**config.mk**
```make
export PLATFORM = sky130hd
export DESIGN_NAME = taxi_axis_cobs_encode_seg_flat
export DESIGN_NICKNAME = d
export VERILOG_FILES = /design/src/rtl/taxi_axis_cobs_encode_seg_if.sv /design/src/rtl/taxi_axis_cobs_encode_seg.sv /design/src/flat_wrapper.sv
export SDC_FILE = /design/constraint.sdc
export NUM_CORES = 2
export LEC_CHECK = 0
export ABC_AREA = 1
export CORE_ASPECT_RATIO = 1.25
export CORE_MARGIN = 1
export CORE_UTILIZATION = 59
export DETAILED_ROUTE_END_ITERATION = 7
export PLACE_DENSITY = 0.72
export SLEW_MARGIN = 25
export SYNTH_ARGS = -nofsm -noshare
export SYNTH_HDL_FRONTEND = slang
export SYNTH_SLANG_ARGS = --single-unit
```
**constraint.sdc**
```tcl
create_clock -name clk -period 5.8 [get_ports clk]
set_input_delay 0.58 -clock clk [delete_from_list [all_inputs] [get_ports clk]]
set_output_delay 0.58 -clock clk [all_outputs]
set_load 0.05 [all_outputs]
```
**src/rtl/taxi_axis_cobs_encode_seg_if.sv**
```systemverilog
// Byte-oriented AXI4-Stream bundle shared by the COBS encoder and its neighbours.
// The src view drives the payload; the snk view returns tready.
interface taxi_axis_if #(
  parameter int DATA_W = 8,
  parameter int KEEP_W = (DATA_W + 7) / 8,
  parameter int ID_W   = 8,
  parameter int DEST_W = 8,
  parameter int USER_W = 1
);
  logic [DATA_W-1:0] tdata;
  logic [KEEP_W-1:0] tkeep;
  logic              tvalid;
  logic              tready;
  logic              tlast;
  logic [ID_W-1:0]   tid;
  logic [DEST_W-1:0] tdest;
  logic [USER_W-1:0] tuser;

  modport src (output tdata, tkeep, tvalid, tlast, tid, tdest, tuser, input tready);
  modport snk (input tdata, tkeep, tvalid, tlast, tid, tdest, tuser, output tready);
endinterface

```
**src/rtl/taxi_axis_cobs_encode_seg.sv**
```systemverilog
// COBS encoder with a two-bank segment buffer: one bank fills from s_axis while the
// other drains through a small output FSM and a 2-entry skid register onto m_axis.
module taxi_axis_cobs_encode_seg #(
  parameter int MAX_SEG      = 255,
  parameter bit APPEND_ZERO  = 1'b1,
  parameter bit PREPEND_ZERO = 1'b0
) (
  input  logic     clk,
  input  logic     rst,
  taxi_axis_if.snk s_axis,
  taxi_axis_if.src m_axis,
  output logic     status_frame,
  output logic     status_bad_frame,
  output logic     status_long_seg
);
  localparam int         DEPTH    = MAX_SEG - 1;
  localparam int         AW       = (DEPTH > 1) ? $clog2(DEPTH) : 1;
  localparam logic [7:0] MAX_CNT  = 8'(DEPTH);
  localparam logic [7:0] MAX_CODE = 8'(MAX_SEG);

  typedef struct packed {
    logic [7:0] code;
    logic       extra_one;
    logic       last;
    logic       err;
    logic       first;
  } desc_t;

  typedef struct packed {
    logic       user;
    logic       last;
    logic [7:0] data;
  } beat_t;

  typedef enum logic [2:0] {S_IDLE, S_CODE, S_DATA, S_ONE, S_TERM} state_t;

  // ---------------- input side: fill bank wr_bank ----------------
  logic [7:0] mem [2][DEPTH];
  desc_t      desc [2];
  logic [1:0] bank_full;
  logic       wr_bank;
  logic       rd_bank;
  logic [7:0] cnt;
  logic [7:0] cnt_n;
  logic       in_first;
  logic       in_ready;
  logic       s_fire;
  logic       s_zero;
  logic       close;
  logic       wr_en;
  logic       long_seg;
  desc_t      close_desc;
  logic       free;
  logic       unused_sink;

  assign s_axis.tready = in_ready && !bank_full[wr_bank];
  assign s_fire        = s_axis.tvalid && s_axis.tready;
  assign s_zero        = (s_axis.tdata == 8'h00);
  assign unused_sink   = ^{s_axis.tkeep, s_axis.tid, s_axis.tdest};

  // NOTE: every output of a combinational block gets a default first so no path can infer a latch.
  always_comb begin
    close            = 1'b0;
    wr_en            = 1'b0;
    long_seg         = 1'b0;
    cnt_n            = cnt;
    close_desc       = '0;
    close_desc.first = in_first;
    if (s_fire) begin
      if (s_axis.tlast && s_axis.tuser[0]) begin
        close           = 1'b1;
        close_desc.code = cnt + 8'd1;
        close_desc.last = 1'b1;
        close_desc.err  = 1'b1;
      end else if (s_zero) begin
        close                = 1'b1;
        close_desc.code      = cnt + 8'd1;
        close_desc.extra_one = s_axis.tlast;
        close_desc.last      = s_axis.tlast;
      end else begin
        wr_en = 1'b1;
        if (cnt + 8'd1 == MAX_CNT) begin
          // Full-length segment carries no implied zero, so a final one needs no trailing 0x01.
          close           = 1'b1;
          close_desc.code = MAX_CODE;
          close_desc.last = s_axis.tlast;
          long_seg        = 1'b1;
        end else if (s_axis.tlast) begin
          close           = 1'b1;
          close_desc.code = cnt + 8'd2;
          close_desc.last = 1'b1;
        end else begin
          cnt_n = cnt + 8'd1;
        end
      end
      if (close) cnt_n = '0;
    end
  end

  // NOTE: the segment RAM is not reset; bank_full guards every read, and leaving it out of reset keeps it a plain RAM.
  always_ff @(posedge clk) begin
    if (wr_en) mem[wr_bank][cnt[AW-1:0]] <= s_axis.tdata;
  end

  // NOTE: sequential state uses non-blocking assignments only, so every block sees pre-edge values.
  always_ff @(posedge clk) begin
    if (rst) begin
      in_ready  <= 1'b0;
      wr_bank   <= 1'b0;
      cnt       <= '0;
      in_first  <= 1'b1;
      bank_full <= '0;
      desc      <= '{default: '0};
    end else begin
      in_ready <= 1'b1;
      cnt      <= cnt_n;
      if (free) bank_full[rd_bank] <= 1'b0;
      if (close) begin
        bank_full[wr_bank] <= 1'b1;
        desc[wr_bank]      <= close_desc;
        wr_bank            <= !wr_bank;
        in_first           <= close_desc.last;
      end
    end
  end

  // ---------------- output side: drain bank rd_bank ----------------
  state_t     state;
  state_t     state_n;
  logic [7:0] idx;
  logic [7:0] idx_n;
  desc_t      rd_desc;
  logic [7:0] rd_byte;
  logic       has_term;
  logic       emit_code;
  logic       push;
  beat_t      push_beat;
  beat_t      fifo [2];
  logic       wptr;
  logic       rptr;
  logic [1:0] fcnt;
  logic       space;
  logic       pop;

  assign rd_desc  = desc[rd_bank];
  assign rd_byte  = mem[rd_bank][idx[AW-1:0]];
  assign has_term = rd_desc.last && APPEND_ZERO;
  assign space    = (fcnt != 2'd2);

  function automatic state_t tail_next(input logic one_pending, input logic term_pending);
    if (one_pending) return S_ONE;
    if (term_pending) return S_TERM;
    return S_IDLE;
  endfunction

  always_comb begin
    state_n   = state;
    idx_n     = idx;
    push      = 1'b0;
    push_beat = '0;
    emit_code = 1'b0;
    free      = 1'b0;
    case (state)
      S_IDLE: begin
        if (bank_full[rd_bank] && space) begin
          if (PREPEND_ZERO && rd_desc.first) begin
            push    = 1'b1;
            state_n = S_CODE;
          end else begin
            emit_code = 1'b1;
          end
        end
      end
      S_CODE: emit_code = space;
      S_DATA: begin
        if (space) begin
          push           = 1'b1;
          push_beat.data = rd_byte;
          if (idx == rd_desc.code - 8'd2) state_n = tail_next(rd_desc.extra_one, has_term);
          else idx_n = idx + 8'd1;
        end
      end
      S_ONE: begin
        if (space) begin
          push           = 1'b1;
          push_beat.data = 8'h01;
          state_n        = tail_next(1'b0, has_term);
        end
      end
      S_TERM: begin
        if (space) begin
          push    = 1'b1;
          state_n = S_IDLE;
        end
      end
      default: state_n = S_IDLE;
    endcase
    if (emit_code) begin
      push           = 1'b1;
      push_beat.data = rd_desc.code;
      if (rd_desc.code != 8'd1) begin
        state_n = S_DATA;
        idx_n   = '0;
      end else begin
        state_n = tail_next(rd_desc.extra_one, has_term);
      end
    end
    // Returning to IDLE on a pushed byte means this byte ends the segment's sequence.
    if (push && state_n == S_IDLE) begin
      free           = 1'b1;
      push_beat.last = rd_desc.last;
      push_beat.user = rd_desc.last && rd_desc.err;
    end
  end

  always_ff @(posedge clk) begin
    if (rst) begin
      state   <= S_IDLE;
      idx     <= '0;
      rd_bank <= 1'b0;
    end else begin
      state <= state_n;
      idx   <= idx_n;
      if (free) rd_bank <= !rd_bank;
    end
  end

  // ---------------- 2-entry skid register ----------------
  assign pop           = m_axis.tvalid && m_axis.tready;
  assign m_axis.tvalid = (fcnt != 2'd0);
  assign m_axis.tdata  = fifo[rptr].data;
  assign m_axis.tlast  = fifo[rptr].last;
  assign m_axis.tuser  = fifo[rptr].user;
  assign m_axis.tkeep  = '1;
  assign m_axis.tid    = '0;
  assign m_axis.tdest  = '0;

  always_ff @(posedge clk) begin
    if (push) fifo[wptr] <= push_beat;
  end

  always_ff @(posedge clk) begin
    if (rst) begin
      wptr             <= 1'b0;
      rptr             <= 1'b0;
      fcnt             <= '0;
      status_frame     <= 1'b0;
      status_bad_frame <= 1'b0;
      status_long_seg  <= 1'b0;
    end else begin
      if (push) wptr <= !wptr;
      if (pop) rptr <= !rptr;
      fcnt             <= fcnt + 2'(push) - 2'(pop);
      status_frame     <= pop && fifo[rptr].last;
      status_bad_frame <= pop && fifo[rptr].last && fifo[rptr].user;
      status_long_seg  <= long_seg;
    end
  end
endmodule

```
**src/flat_wrapper.sv**
```systemverilog
// flat-port wrapper written by rule: the top's interface ports become plain ports
module taxi_axis_cobs_encode_seg_flat 
#(
  parameter int MAX_SEG      = 255,
  parameter bit APPEND_ZERO  = 1'b1,
  parameter bit PREPEND_ZERO = 1'b0
)
  (clk, rst, status_frame, status_bad_frame, status_long_seg, s_axis_tdata, s_axis_tkeep, s_axis_tvalid, s_axis_tlast, s_axis_tid, s_axis_tdest, s_axis_tuser, s_axis_tready, m_axis_tdata, m_axis_tkeep, m_axis_tvalid, m_axis_tlast, m_axis_tid, m_axis_tdest, m_axis_tuser, m_axis_tready);
  taxi_axis_if #(.DATA_W(8), .USER_W(1)) s_axis_i ();
  taxi_axis_if #(.DATA_W(8), .USER_W(1)) m_axis_i ();
  input  logic clk;
  input  logic rst;
  output logic status_frame;
  output logic status_bad_frame;
  output logic status_long_seg;
  input wire logic [$bits(s_axis_i.tdata)-1:0] s_axis_tdata;
  input wire logic [$bits(s_axis_i.tkeep)-1:0] s_axis_tkeep;
  input wire logic [$bits(s_axis_i.tvalid)-1:0] s_axis_tvalid;
  input wire logic [$bits(s_axis_i.tlast)-1:0] s_axis_tlast;
  input wire logic [$bits(s_axis_i.tid)-1:0] s_axis_tid;
  input wire logic [$bits(s_axis_i.tdest)-1:0] s_axis_tdest;
  input wire logic [$bits(s_axis_i.tuser)-1:0] s_axis_tuser;
  output wire logic [$bits(s_axis_i.tready)-1:0] s_axis_tready;
  output wire logic [$bits(m_axis_i.tdata)-1:0] m_axis_tdata;
  output wire logic [$bits(m_axis_i.tkeep)-1:0] m_axis_tkeep;
  output wire logic [$bits(m_axis_i.tvalid)-1:0] m_axis_tvalid;
  output wire logic [$bits(m_axis_i.tlast)-1:0] m_axis_tlast;
  output wire logic [$bits(m_axis_i.tid)-1:0] m_axis_tid;
  output wire logic [$bits(m_axis_i.tdest)-1:0] m_axis_tdest;
  output wire logic [$bits(m_axis_i.tuser)-1:0] m_axis_tuser;
  input wire logic [$bits(m_axis_i.tready)-1:0] m_axis_tready;
  assign s_axis_i.tdata = s_axis_tdata;
  assign s_axis_i.tkeep = s_axis_tkeep;
  assign s_axis_i.tvalid = s_axis_tvalid;
  assign s_axis_i.tlast = s_axis_tlast;
  assign s_axis_i.tid = s_axis_tid;
  assign s_axis_i.tdest = s_axis_tdest;
  assign s_axis_i.tuser = s_axis_tuser;
  assign s_axis_tready = s_axis_i.tready;
  assign m_axis_tdata = m_axis_i.tdata;
  assign m_axis_tkeep = m_axis_i.tkeep;
  assign m_axis_tvalid = m_axis_i.tvalid;
  assign m_axis_tlast = m_axis_i.tlast;
  assign m_axis_tid = m_axis_i.tid;
  assign m_axis_tdest = m_axis_i.tdest;
  assign m_axis_tuser = m_axis_i.tuser;
  assign m_axis_i.tready = m_axis_tready;
  taxi_axis_cobs_encode_seg #(.MAX_SEG(MAX_SEG), .APPEND_ZERO(APPEND_ZERO), .PREPEND_ZERO(PREPEND_ZERO)) u_core (.clk(clk), .rst(rst), .s_axis(s_axis_i), .m_axis(m_axis_i), .status_frame(status_frame), .status_bad_frame(status_bad_frame), .status_long_seg(status_long_seg));
endmodule
```
# Word level (Yosys, flattened, before mapping)
# Memory sizes are Yosys's and may differ from the RTL's. A register that Yosys moved wholly into a read port is not among the register bits.
# Cells that the tools add are included.
# op_classes
n_addsub,6
n_mul,0
div_mod_pow,0
magnitude_cmp,10
n_eq_ne,12
shifts,0
mux,104
bitwise_logic,8
reduce_logical,26
# ops
op,n
$mux W2032,1
$mux W8,19
$bmux W8 S8,1
$demux W8 S8,1
$mux W1,52
$mux W12,4
$mux W3,14
$bwmux W24,1
$ge A9 B9 Y1 const B,2
$not A8 Y9,2
$add A8 B1 Y8 const B,2
$pmux W8 S2,1
$logic_and A1 B1 Y1,13
$demux W12 S1,1
$pmux W3 S4,1
$mux W11,1
$lt A9 B1 Y1 const B,1
$add A8 B2 Y8 const B,1
$eq A8 B8 Y1,1
$eq A8 B8 Y1 const B,1
$logic_not A8 Y1,1
$mux W2,4
$ne A2 B2 Y1 const B,4
$ne A8 B1 Y1 const B,1
25 further kinds,36
# totals
reg_bits,56
latchBits,0
ramBits,4084
romBits,0
input_bits,31
output_inout_bits,32
elab_cells,192
n_memories,2
# mem_list
name,words,width,rd,rd_ports_with_merged_regs,wr,line,rtl
u_core.mem,2,2032,1,1,1,taxi_axis_cobs_encode_seg.sv:38,logic [7:0] mem [2][DEPTH];
u_core.fifo,2,10,1,1,1,taxi_axis_cobs_encode_seg.sv:138,beat_t fifo [2];

# Longest topological paths before layout
# logic_depth
word_depth,26
ltp_mapped,21
ltp_nobuf,20

# Worst setup path before layout
# OpenSTA, ideal clock, no wires.
# synth_timing
path_type,reg-to-reg
startpoint,reg u_core.wr_bank
endpoint,"mem u_core.mem[0][1000] (netlist bit), enable pin"
setup_time_ps,383
arrival_ps,3070
required_time_ps,5417
slack_ps,2347
path_stages_with_launch,13
n_path_buf,3
period_less_slack_ps,3453
path_cell_list,dfxtp_1 -> buf_2 -> nand2_1 -> nand2_1 -> a21oi_1 -> nand2_1 -> inv_2 -> nand2_1 -> inv_2 -> buf_4 -> nand3_1 -> buf_2 -> nor3_1
# synth_via
elab_chain_len,8
# synth_rtl
item,line,rtl
from (decl),taxi_axis_cobs_encode_seg.sv:41,logic wr_bank;
from (signal assigned),taxi_axis_cobs_encode_seg.sv:121,wr_bank <= !wr_bank;
$mux W1 (not written as such) (2 in series),taxi_axis_cobs_encode_seg.sv:56,assign s_axis.tready = in_ready && !bank_full[wr_bank];
$logic_not A1 Y1,taxi_axis_cobs_encode_seg.sv:56,
$logic_and A1 B1 Y1,taxi_axis_cobs_encode_seg.sv:56,
via s_axis_tready,flat_wrapper.sv:23,output wire logic [$bits(s_axis_i.tready)-1:0] s_axis_tready;
$logic_and A1 B1 Y1,taxi_axis_cobs_encode_seg.sv:57,assign s_fire = s_axis.tvalid && s_axis.tready;
$mux W1,taxi_axis_cobs_encode_seg.sv:69,if (s_fire) begin
$mux W1,taxi_axis_cobs_encode_seg.sv:102,if (wr_en) mem[wr_bank][cnt[AW-1:0]] <= s_axis.tdata;
$mux W2032 (not written as such),taxi_axis_cobs_encode_seg.sv:102,
to (decl),taxi_axis_cobs_encode_seg.sv:38,
# The timed path passes the listed nets, and every way through them passes these cells. The select of a mux whose other input is x is not followed.

# Worst setup path in the final report
# layout_timing
startpoint,reg u_core.wr_bank
endpoint,"mem u_core.mem[0][889] (netlist bit), enable pin"
# layout_via
elab_chain_len,8
# layout_rtl
item,line
$mux W1 (not written as such) (2 in series),taxi_axis_cobs_encode_seg.sv:56
$logic_not A1 Y1,taxi_axis_cobs_encode_seg.sv:56
$logic_and A1 B1 Y1,taxi_axis_cobs_encode_seg.sv:56
$logic_and A1 B1 Y1,taxi_axis_cobs_encode_seg.sv:57
$mux W1,taxi_axis_cobs_encode_seg.sv:69
$mux W1,taxi_axis_cobs_encode_seg.sv:102
$mux W2032 (not written as such),taxi_axis_cobs_encode_seg.sv:102
# Parallel ways exist; a longest one is shown, timed or not. The select of a mux whose other input is x is not followed.

==> out/metrics.yaml <==
yosys:
  synthTopCellsByArea: "edfxtp_1, nor2_1, o21ai_0"
  syn_area_per_cell_sq_um: 12.6
  synth_top_area_cell: "edfxtp_1"
  synth.yosys.seq_area_share_pct: 74.2
  yosysMostFrequentCell: "edfxtp_1"
  synth-edff-count: 4084
  synth_ff_type: "edfxtp_1"
  ys_seq_elements: 4139
  async_reset_ff_share_pct: 0
  netlist.area_leader.share_pct: 73.6
  syn-instance-count: 13200
  synth_area_sq_um: 167000
  ys_types: 40
  synth_common_cells: "edfxtp_1, nor2_1, o21ai_0, nand2_1, nand3_1"
  yosys_warnings: 0
floorplan:
  die_h_um: 596
  die_w_um: 477
  num_rows: 217
  coreArea_sq_um: 280000
  die-area_sq_um: 285000
  start_util_pct: 59.5
  io_pins: 63
final_layout:
  drive_gt1_share_pct: 9.75
  nNetsFinal: 13200
  area_growth_pct: 10.7
  fin_cells: 17200
  fillerInstances: 19600
setup_path:
  path_class: "reg2reg"
  crit_fanout: 23
  crit_arrival_ns: 5.35
  cp-start-kind: "register"
  endpoint_kind: "register"
  required_ns: 6.30
placed_design:
  place_ws_ns: 0.946
  hpwl_mm: 250
  post-place-cells: 16500
  gp_congestion: 0.902
  io_buffers: 28
route:
  drtIter0Drc: 15500
  firstDrtPassIters: 8
  wl_mm: 449
  wl_per_cell_um: 26.1
  viasPerCell: 6.44
  antenna_left: 0
  route.detailed.drc: 0
  dr_total_vias: 111000
clocking:
  post_cts_buffers: 0
  cts_tree: "done"
  clockBufferDepth: 4
  cts_root_buffer: "clkbuf_16"
  cts_sinks: 4139
  clkTransAtPathRegs_ns: 0.06
  numCtsBuffers: 379
  htree_levels: 5
  cts_hold_buf: 2
  ctsResizeCount: 0
  clk_latency_ns: 0.93
job:
  max_cap_violations: 0
timing:
  finalCriticalPeriod_ns: 4.84
  setup_viol: 0
  fin_ws_ns: 0.957
  rsz0062_at_grt: "false"
  finalMaxSlewViolations: 0
  clock.fmax_mhz: 206
  hold_viol: 0
  period_share_pct: 83.5
  skew_ns: 0.0365
  setup_tns_ns: 0
  relSlewSlack_pct: 24.3
  worst_slew_pin_slew_ns: 1.14
grt:
  grt_usage_pct: 30.9
  grt_max_degree: 186
  grt_first_pass_wirelength_mm: 662
  antenna_found_initial: 7
  grt_pass1_vias: 107000
  overflow: 0
pwr:
  finalPower_uw: 68100
  powerDensity_nw_per_um2: 369
  peakVddDrop_mv: 0.301
  p_leak_uw: 0.0593
worst_hold_path:
  hold_path.class: "in2reg"
run_status:
  outcome: "completed"
[worst max-delay path, stage by stage, from the launching register on]
cell     delay [ns]
dfxtp_4        0.63
inv_8          0.19
a21oi_1        0.23
nand2_1        0.40
inv_2          0.29
nand2_1        0.20
inv_2          0.45
nand3_4        0.84
nor3_1         1.15
[state kept, by name (all words and copies together) (netlist names), 2 cells and up, named ones only]
name,cells
u_core.fcnt,2
u_core.state,3
u_core.bank_full,2
u_core.cnt,8
u_core.desc,22
u_core.idx,8
u_core.mem,4064
u_core.fifo,20
[worst paths after layout]
path	startpoint	end	slack, ns	depth (start not counted)
min	s_axis_tdata[4]	u_core.mem[0][948]	0.05	1
max reg2reg	u_core.wr_bank	u_core.mem[0][889]	0.96	8
min reg2reg	u_core.desc[13]	u_core.desc[13]	0.45	2
max	u_core.wr_bank	u_core.mem[0][889]	0.96	8
[cells in the final DEF, fill, tap and decap left out, types with 208 or more instances in the layout]
cell type,count
edfxtp_1,4084
nor2_1,2546
o21ai_0,1888
nand2_1,834
nand3_1,602
buf_4,479
o22ai_1,476
o211ai_1,433
clkbuf_16,388
nor3_1,336
a21oi_1,242
o21ai_1,208
[layout make-up]
| class | instances | area, sq um | share of cell area (%) |
|---|---|---|---|
| clock inverters | 219 | 1840 | 0.999 |
| inverters | 115 | 480 | 0.260 |
| clock buffers | 466 | 10000 | 5.43 |
| flip-flops and latches | 4139 | 124000 | 67.1 |
| repair buffers | 567 | 5080 | 2.75 |
| diodes | 5 | 12.5 | 0.00678 |
| well taps | 3723 | 4660 | 2.52 |
| multi-input cells | 7935 | 38700 | 21.0 |
[logic make-up (layout without fill, tap and decap cells)]
| group | Yosys count | in the layout | synth area share (%) |
|---|---|---|---|
| simple gates | 4555 | 4555 | 11.2 |
| flops | 4139 | 4139 | 74.2 |
| compound gates | 3338 | 3338 | 11.2 |
| xor+xnor | 5 | 5 | 0.0263 |
| buf+inv | 1163 | 1367 | 3.19 |
| mux | 10 | 10 | 0.0668 |
| other cells | 2 | 22 | 0.00451 |
| fa+ha+maj | 10 | 10 | 0.0751 |
[per-stage QoR]
| step | area, sq um | util [%] | hold WS (ns) |
|---|---|---|---|
| global placement | 172000 | 61.3 | 0.432 |
| finish | 185000 | 65.9 | 0.0518 |
| global route | 185000 | 65.9 | 0.0158 |
| detailed placement | 172000 | 61.3 | 0.439 |
| floorplan | 167000 | - | 0.420 |
| CTS | 184000 | 65.5 | 0.000287 |
[power by group]
part / internal, uW / leakage [uW] / switching [uW]
combinational: 2830 / 0.0164 / 7970
sequential: 32900 / 0.0372 / 121
clock: 13500 / 0.00580 / 10800
total: 49200 / 0.0593 / 18900
[per-layer routing]
| layer | global-route usage (%) | share of wire [%] | up-vias |
|---|---|---|---|
| met5 | 0 | 0.013 | - |
| met4 | 15.8 | 5.1 | 8 |
| met3 | 5.77 | 11 | 1049 |
| met2 | 50.0 | 48 | 6627 |
| met1 | 40.1 | 36 | 54300 |
| li1 | - | - | 48600 |
No activity file was read; power rests on OpenSTA's default activity.
